$ cat src/rtl/led_pkg.sv
// Shared pattern codes and LFSR constants for the LED pattern engine.
package led_pkg;

    typedef enum logic [2:0] {
        PAT_MIRROR  = 3'd0,
        PAT_WALK    = 3'd1,
        PAT_EXPAND  = 3'd2,
        PAT_FLASH   = 3'd3,
        PAT_ALT     = 3'd4,
        PAT_MARQUEE = 3'd5,
        PAT_SPARKLE = 3'd6,
        PAT_OFF     = 3'd7
    } pat_e;

    localparam logic [15:0] LFSR_SEED = 16'hACE1;
    // Right-shifting Fibonacci form of x^16+x^14+x^13+x^11+1: taps at bits 0,2,3,5.
    localparam logic [15:0] LFSR_TAPS = 16'h002D;

    function automatic logic [15:0] lfsr_next(input logic [15:0] s);
        return {^(s & LFSR_TAPS), s[15:1]};
    endfunction

endpackage

$ cat src/rtl/led_tick_gen.sv
// Frame-rate divider with speed-change clear and pause/step qualification.
module led_tick_gen #(
    parameter int FAST_DIV = 625000,
    parameter int SLOW_DIV = 2500000
) (
    input  logic clk,
    input  logic rst_n,
    input  logic ena,
    input  logic speed_sel,
    input  logic pause,
    input  logic step,
    output logic advance
);

    localparam int MAX_DIV = (FAST_DIV > SLOW_DIV) ? FAST_DIV : SLOW_DIV;
    localparam int DIV_W   = $clog2(MAX_DIV);
    localparam logic [DIV_W-1:0] FAST_LAST = DIV_W'(FAST_DIV - 1);
    localparam logic [DIV_W-1:0] SLOW_LAST = DIV_W'(SLOW_DIV - 1);

    logic [DIV_W-1:0] div_q;
    logic             spd_q;
    logic             spd_chg;
    logic             tick;
    logic [DIV_W-1:0] div_last;

    assign div_last = spd_q ? SLOW_LAST : FAST_LAST;
    // A speed switch restarts the count and suppresses any tick in that cycle.
    assign spd_chg  = ena && (speed_sel != spd_q);
    assign tick     = ena && !pause && !spd_chg && (div_q == div_last);
    assign advance  = rst_n && ena && (tick || (pause && step));

    always_ff @(posedge clk or negedge rst_n) begin
        if (!rst_n) begin
            div_q <= '0;
            spd_q <= 1'b0;
        end else if (ena) begin
            spd_q <= speed_sel;
            if (spd_chg)
                div_q <= '0;
            else if (!pause)
                div_q <= tick ? '0 : div_q + DIV_W'(1);
        end
    end

endmodule

$ cat src/rtl/led_pattern_engine.sv
// LED pattern engine: eight selectable frame patterns advanced by a divided
// frame tick or by single steps while paused.
module led_pattern_engine
    import led_pkg::*;
#(
    parameter int N_LEDS   = 8,
    parameter int FAST_DIV = 625000,
    parameter int SLOW_DIV = 2500000
) (
    input  logic              clk,
    input  logic              rst_n,
    input  logic              ena,
    input  logic [2:0]        pat_sel,
    input  logic              speed_sel,
    input  logic              pause,
    input  logic              step,
    output logic [N_LEDS-1:0] led_out,
    output logic              frame_tick,
    output logic [2:0]        pat_cur
);

    localparam int H     = N_LEDS / 2;
    localparam int POS_W = $clog2(N_LEDS);
    localparam logic [POS_W-1:0] LVL_LAST = POS_W'(2 * H - 1);

    pat_e              pat_q;
    logic [POS_W-1:0]  pos_q;
    logic              dir_q;
    logic              tog_q;
    logic [N_LEDS-1:0] mq_q;
    logic [N_LEDS-1:0] led_q;
    logic [15:0]       lfsr_q;

    logic              advance;
    logic              pat_chg;
    logic              adv_ok;
    logic              tog_nxt;
    logic [POS_W-1:0]  pos_max;
    logic [POS_W-1:0]  pos_bnc;
    logic              dir_bnc;
    logic [POS_W-1:0]  mir_idx;
    logic [N_LEDS-1:0] frame;
    int                lvl;
    int                rad;

    led_tick_gen #(
        .FAST_DIV (FAST_DIV),
        .SLOW_DIV (SLOW_DIV)
    ) u_tick (
        .clk       (clk),
        .rst_n     (rst_n),
        .ena       (ena),
        .speed_sel (speed_sel),
        .pause     (pause),
        .step      (step),
        .advance   (advance)
    );

    // A pattern change takes priority and swallows a coincident advance.
    assign pat_chg = ena && (pat_e'(pat_sel) != pat_q);
    assign adv_ok  = advance && !pat_chg;
    assign tog_nxt = ~tog_q;

    // Bounce position for mirror/walk: turn around without repeating the end frame.
    always_comb begin
        pos_max = (pat_q == PAT_MIRROR) ? POS_W'(H - 1) : POS_W'(N_LEDS - 2);
        pos_bnc = pos_q;
        dir_bnc = dir_q;
        if (!dir_q) begin
            if (pos_q == pos_max) begin
                pos_bnc = pos_q - POS_W'(1);
                dir_bnc = 1'b1;
            end else begin
                pos_bnc = pos_q + POS_W'(1);
            end
        end else begin
            if (pos_q == '0) begin
                pos_bnc = pos_q + POS_W'(1);
                dir_bnc = 1'b0;
            end else begin
                pos_bnc = pos_q - POS_W'(1);
            end
        end
    end

    always_comb begin
        frame   = '0;
        lvl     = int'(pos_q);
        rad     = (lvl < H) ? lvl : 2 * H - 2 - lvl;
        mir_idx = POS_W'(N_LEDS - 1) - pos_q;
        case (pat_q)
            PAT_MIRROR: begin
                frame[pos_q]   = 1'b1;
                frame[mir_idx] = 1'b1;
            end
            PAT_WALK: begin
                frame[pos_q]              = 1'b1;
                frame[pos_q + POS_W'(1)]  = 1'b1;
            end
            // Last level of the cycle is the dark frame.
            PAT_EXPAND: begin
                for (int i = 0; i < N_LEDS; i++)
                    frame[i] = (pos_q != LVL_LAST) && (i >= H - 1 - rad) && (i <= H + rad);
            end
            PAT_FLASH:   frame = {N_LEDS{tog_nxt}};
            PAT_ALT: begin
                for (int i = 0; i < N_LEDS; i++)
                    frame[i] = ((i % 2) == 1) == tog_nxt;
            end
            PAT_MARQUEE: frame = mq_q;
            PAT_SPARKLE: frame = lfsr_q[N_LEDS-1:0];
            default:     frame = '0;
        endcase
    end

    always_ff @(posedge clk or negedge rst_n) begin
        if (!rst_n) begin
            pat_q  <= PAT_OFF;
            pos_q  <= '0;
            dir_q  <= 1'b0;
            tog_q  <= 1'b0;
            mq_q   <= {{(N_LEDS-3){1'b0}}, 3'b111};
            lfsr_q <= LFSR_SEED;
            led_q  <= '0;
        end else if (pat_chg) begin
            pat_q <= pat_e'(pat_sel);
            pos_q <= '0;
            dir_q <= 1'b0;
            tog_q <= 1'b0;
        end else if (adv_ok) begin
            led_q <= frame;
            tog_q <= tog_nxt;
            case (pat_q)
                PAT_MIRROR, PAT_WALK: begin
                    pos_q <= pos_bnc;
                    dir_q <= dir_bnc;
                end
                PAT_EXPAND:  pos_q  <= (pos_q == LVL_LAST) ? '0 : pos_q + POS_W'(1);
                PAT_MARQUEE: mq_q   <= {mq_q[N_LEDS-2:0], mq_q[N_LEDS-1]};
                PAT_SPARKLE: lfsr_q <= lfsr_next(lfsr_q);
                default: ;
            endcase
        end
    end

    assign led_out    = led_q;
    assign frame_tick = adv_ok;
    assign pat_cur    = pat_q;

endmodule

$ cat config.mk
export PLATFORM = sky130hd
export DESIGN_NAME = led_pattern_engine
export DESIGN_NICKNAME = d
export VERILOG_FILES = /design/src/rtl/led_pkg.sv /design/src/rtl/led_tick_gen.sv /design/src/rtl/led_pattern_engine.sv
export SDC_FILE = /design/constraint.sdc
export NUM_CORES = 1
export LEC_CHECK = 0
export BUFFER_PORTS_ARGS = -buffer_cell sky130_fd_sc_hd__buf_2
export CAP_MARGIN = 10
export CORE_MARGIN = 2
export CORE_UTILIZATION = 60
export CTS_CLUSTER_DIAMETER = 120
export CTS_CLUSTER_SIZE = 12
export DETAILED_ROUTE_END_ITERATION = 16
export PLACE_DENSITY = 0.82
export SLEW_MARGIN = 20
export SYNTH_ARGS = -nofsm -noshare
export SYNTH_HDL_FRONTEND = slang
export SYNTH_HIERARCHICAL = 1
export SYNTH_SLANG_ARGS = --single-unit
$ cat constraint.sdc
create_clock -name clk -period 8.3 [get_ports clk]
set_clock_uncertainty 0.2 [all_clocks]
set_input_delay 1.245 -clock clk [delete_from_list [all_inputs] [get_ports clk]]
set_output_delay 1.245 -clock clk [all_outputs]
set_load 0.02 [all_outputs]
## Word-level counts from Yosys, hierarchy flattened

Index checks and enable logic that the tools add are counted.

| storage, ports and cells | value |
|---|---|
| output and inout bits | 12 |
| word-level logic and storage cells | 129 |
| register bits | 63 |

| operators by class | value |
|---|---|
| muxes and demuxes | 28 |
| equal/unequal tests | 13 |
| bitwise gates (word level) | 4 |
| reductions and logical operators | 45 |
| order comparisons | 23 |
| add/sub/neg operators | 7 |

Operator list:

| cell | count |
|---|---|
| $ge A4 B32 Y1 const A | 4 |
| $le A4 B32 Y1 const A | 4 |
| $mux W22 | 4 |
| $ge A3 B32 Y1 const A | 2 |
| $le A3 B32 Y1 const A | 2 |
| $pmux W8 S7 | 1 |
| $add A4 B32 Y32 const A | 1 |
| $ge A1 B32 Y1 const A | 1 |
| $ge A2 B32 Y1 const A | 1 |
| $le A1 B32 Y1 const A | 1 |
| $le A2 B32 Y1 const A | 1 |
| $mux W32 | 1 |
| $sub A3 B32 Y32 const A | 1 |
| $logic_and A1 B1 Y1 | 28 |
| $add A22 B1 Y22 const B | 1 |
| $eq A22 B22 Y1 | 1 |
| $mux W3 | 7 |
| $or A8 B8 Y8 | 2 |
| $reduce_xor A16 Y1 | 1 |
| $eq A3 B3 Y1 const B | 4 |
| $lt A3 B4 Y1 const B | 3 |
| $mux W1 | 11 |
| $demux W1 S3 | 3 |
| $ge A3 B1 Y1 const B | 3 |
| 22 further kinds | 32 |

## Depth between registers and ports, before layout

| depth | value |
|---|---|
| depth in word-level cells | 10 |
| gate-level depth with buffers | 12 |
| depth with buffers taken out | 10 |

## Hierarchy

Netlist, hierarchy kept.

Modules (own cells, without submodules):

| module | sequential area each (um2) | area each (um2) | instances | cells each |
|---|---|---|---|---|
| led_pattern_engine | 1018.5 | 2815.2 | 1 | 286 |
| led_tick_gen | 575.6 | 1471.4 | 1 | 172 |

## Least setup slack after synthesis

Ideal clock, no wire load.

| timing path | value |
|---|---|
| kind | input to output |
| start point | input port speed_sel |
| end point | output port frame_tick |
| path buffers | 1 |
| stages | 7 |
| data required time | 6.855 ns |
| arrival time | 2.261 ns |
| path slack | 4.594 ns |
| path through | xnor2_1 -> nand3b_1 -> o21ai_1 -> and3_1 -> buf_2 -> nand2_4 -> inv_6 |

| between the ends | value |
|---|---|
| longest elaborated chain between the ends | 8 |

RTL lines:

| what | RTL line | text |
|---|---|---|
| start: declaration | led_pattern_engine.sv:14 | `input logic speed_sel,` |
| $ne A1 B1 Y1 | led_tick_gen.sv:28 | `assign spd_chg = ena && (speed_sel != spd_q);` |
| $logic_and A1 B1 Y1 | led_tick_gen.sv:28 |  |
| $logic_not A1 Y1 | led_tick_gen.sv:29 | `assign tick = ena && !pause && !spd_chg && (div_q == div_last);` |
| $logic_and A1 B1 Y1 (2 in a row) | led_tick_gen.sv:29 |  |
| $logic_or A1 B1 Y1 | led_tick_gen.sv:30 | `assign advance = rst_n && ena && (tick \|\| (pause && step));` |
| $logic_and A1 B1 Y1 | led_tick_gen.sv:30 |  |
| named net advance | led_pattern_engine.sv:34 | `logic advance;` |
| $logic_and A1 B1 Y1 | led_pattern_engine.sv:61 | `assign adv_ok = advance && !pat_chg;` |
| end: declaration | led_pattern_engine.sv:18 | `output logic frame_tick,` |

The timed path passes the listed nets, and every way through them passes these cells.

## Worst setup path after layout

| timing path | value |
|---|---|
| start point | register u_tick.div_q[16] |
| end point | output port frame_tick |

| between the ends | value |
|---|---|
| longest elaborated chain between the ends | 5 |

RTL lines:

| what | RTL line | text |
|---|---|---|
| start: declaration | led_tick_gen.sv:20 | `logic [DIV_W-1:0] div_q;` |
| start signal: assignment | led_tick_gen.sv:41 | `div_q <= tick ? '0 : div_q + DIV_W'(1);` |
| $eq A22 B22 Y1 | led_tick_gen.sv:29 |  |
| $logic_and A1 B1 Y1 | led_tick_gen.sv:29 |  |
| $logic_or A1 B1 Y1 | led_tick_gen.sv:30 |  |
| $logic_and A1 B1 Y1 | led_tick_gen.sv:30 |  |
| named net advance | led_pattern_engine.sv:34 |  |
| $logic_and A1 B1 Y1 | led_pattern_engine.sv:61 |  |

The timed path passes the listed nets, and every way through them passes these cells.

==> flow_summary.ini <==
[finish]
multi_input_area_sq_um = 2470
seq_area_sq_um = 1590
num-nets-final = 483
drive_gt1_share_pct = 20.8
syn_to_final_growth_pct = 5.63
layout.cells.non_filler = 562
diodes = 0
nFillCells = 557

[critical_path]
path_class = register to output pin
cp.arrival_ps = 3090
cp-start-kind = register
r2r-start = pos_q[0]
path_max_fanout = 17
cp_data_required_time_ps = 6860
setup.worst_path.start = u_tick/div_q[16]
cp-end-kind = output pin

[cts]
cts_tree = yes
clk_latency_ps = 350
cts.repair.resized = 0
cts-buffers-inserted = 9
postCtsHoldBufs = 0
cts_buffer_depth = 2
post_cts_buffers = 0
clk_pin_slew_worst_paths_ps = 70
cts.sinks = 63
cts-root-buf = clkbuf_8
htreeDepth = 3

[global_route]
gr-usage-all-layers_pct = 29.0
antenna_found_initial = 0
grt_max_degree = 65
met2_usage_pct = 43.3
met3_usage_pct = 5.60
grt-busiest-layer = met2
grt_first_pass_wirelength_um = 17700
grt-ovfl-total = 0
use_met1_pct = 42.9
grt_pass1_vias = 3557

[timing]
finalCritPeriodShare_pct = 54.7
finalSetupViolCount = 0
min_period_ps = 4540
hold_violations = 0
fin_setup_tns_ps = 0
timing.fmax_ghz = 0.220
max_slew_margin_pct = 37.3
timing_worst_slew_pin_value_ps = 940
setup_ws_ps = 3760
rsz0062_at_grt = false
finalMaxSlewViolations = 0

[pwr]
finalPower_mw = 0.685
p_per_area_nw_per_um2 = 151
ir_worst_vdd_uv = 122
p_leak_nw = 1.87

[die]
std_cell_rows = 30
die_width_um = 88.5
initial_utilization_pct = 62.4
core_area_sq_um = 6870
die-area_sq_um = 7840
die_h_um = 88.5
io_pins = 21

[logic_synthesis]
yosys_most_used_dff = dfrtp_1
synth.top_cell.area_share_pct = 28.6
synth_area_leader_cell = dfrtp_1
synth_edf_count = 0
syn-num-nets = 480
avgSynthCellArea_sq_um = 9.36
yosysSeqAreaShare_pct = 37.2
syn_inst = 458
async_flop_share_pct = 100
yosysWarnings = 6
netlist_top_cells_area = dfrtp_1, dfstp_2, mux2_2, nand2_1, ha_1
synth_most_common_cell = nand2_1
synth_commonest_cells = nand2_1, dfrtp_1, nand3_1
ys_ff_latch = 63
synthDistinctLibCells = 74
syn_area_sq_um = 4290

[route]
routedWlPerCell_um = 18.4
first_pass_iters = 8
drt_iter0_drc = 606
drc = 0
finalWirelength_um = 10300
viasPerCell = 6.73
via_count = 3784
antenna_left = 0

[place]
place_inst = 546
port_buffers = 20
pre_cts_ws_ps = 3950
gp_congestion = 0.917
dp_hpwl_um = 7030

[min_path]
min-delay-path-class = register to register
min_from = led_out[2]

[run]
drv_cap = 0

[outcome]
status = complete, no violations
-- final cells by class --
cell class / count / share of cell area (%)
Multi-Input combinational cell: 349 / 54.5
Sequential cell: 63 / 35.2
Clock buffer: 12 / 3.21
Tap cell: 96 / 2.65
Timing Repair Buffer: 21 / 2.38
Inverter: 17 / 1.52
Clock inverter: 4 / 0.497
-- cells in the final DEF (no fill, tap or decap), types with 4 or more instances in the layout --
cell type  count
mux2_2        21
o311ai_1       7
o211ai_1       7
and3_1         7
nor2_1        19
o22ai_1        6
clkbuf_8      10
ha_1          13
nor3b_1        5
nor3_1         9
dfstp_2       14
xnor2_1        5
buf_2         20
nand3_1       27
nor2b_1        6
o311ai_0       4
nand3b_1       6
nand4_1       18
nor4_1         4
dfrtp_1       49
nand2b_1       6
o21ai_1        4
or3_1          6
a31oi_1       12
a211oi_1       4
nand2_1       52
inv_1         13
o21ai_0       13
a21oi_1       24
mux2_4        10
-- logic make-up after synthesis --
family | after synthesis | share of synthesized area, %
buffers and inverters | 46 | 5.20
XOR/XNOR | 9 | 2.01
multiplexers | 32 | 9.25
adder cells (fa/ha/maj) | 13 | 3.79
AND/OR/NAND/NOR | 192 | 25.8
flip-flops | 63 | 37.2
AO/OA/AOI/OAI | 103 | 16.8
-- report_power, final --
| part | switching [mW] | internal [mW] | total [mW] | leakage (nW) |
|---|---|---|---|---|
| combinational | 0.0700 | 0.0361 | 0.106 | 0.965 |
| sequential | 0.0222 | 0.322 | 0.344 | 0.819 |
| clock | 0.120 | 0.115 | 0.235 | 0.0861 |
-- sequential cells by signal, indices dropped and copies added (netlist names) --
signal,flops
pat_cur,3
pos_q,3
tog_q,1
u_tick/div_q,22
lfsr_q,16
mq_q,8
led_out,8
u_tick/spd_q,1
dir_q,1
-- routing by layer --
layer / vias up / wire length, um
li1: 1717 / -
met1: 1837 / 4590
met2: 201 / 4730
met3: 29 / 814
met4: 0 / 195
met5: - / 0
-- critical path, cell delays in order (launching register included) --
cell and delay (ps):
dfrtp_1 440, or4b_4 570, nor4_4 310, o2111ai_4 340, o21ai_1 240, and3_1 390, nand2_4 170, inv_6 110
buf_2 160
-- worst paths after layout --
| check | cells past startpoint | end | slack [ps] |
|---|---|---|---|
| max in group asynchronous | 2 | lfsr_q[9] | 6520 |
| hold / removal | 2 | led_out[2] | 290 |
| hold reg to reg | 2 | led_out[2] | 290 |
| min in group asynchronous | 2 | u_tick/div_q[0] | 860 |
| setup / recovery | 8 | frame_tick | 3760 |
| setup reg to reg | 7 | led_out[2] | 4590 |
-- metrics by stage --
| step | instance area, sq um | hold WS [ps] | util [%] |
|---|---|---|---|
| after floorplan | 4290 | 275 | - |
| after CTS | 4530 | 295 | 65.9 |
| after global routing | 4530 | 309 | 65.9 |
| after global placement | 4360 | 268 | 63.5 |
| after detailed placement | 4360 | 278 | 63.5 |
| final | 4530 | 291 | 65.9 |
No activity file was read; power rests on OpenSTA's default activity.
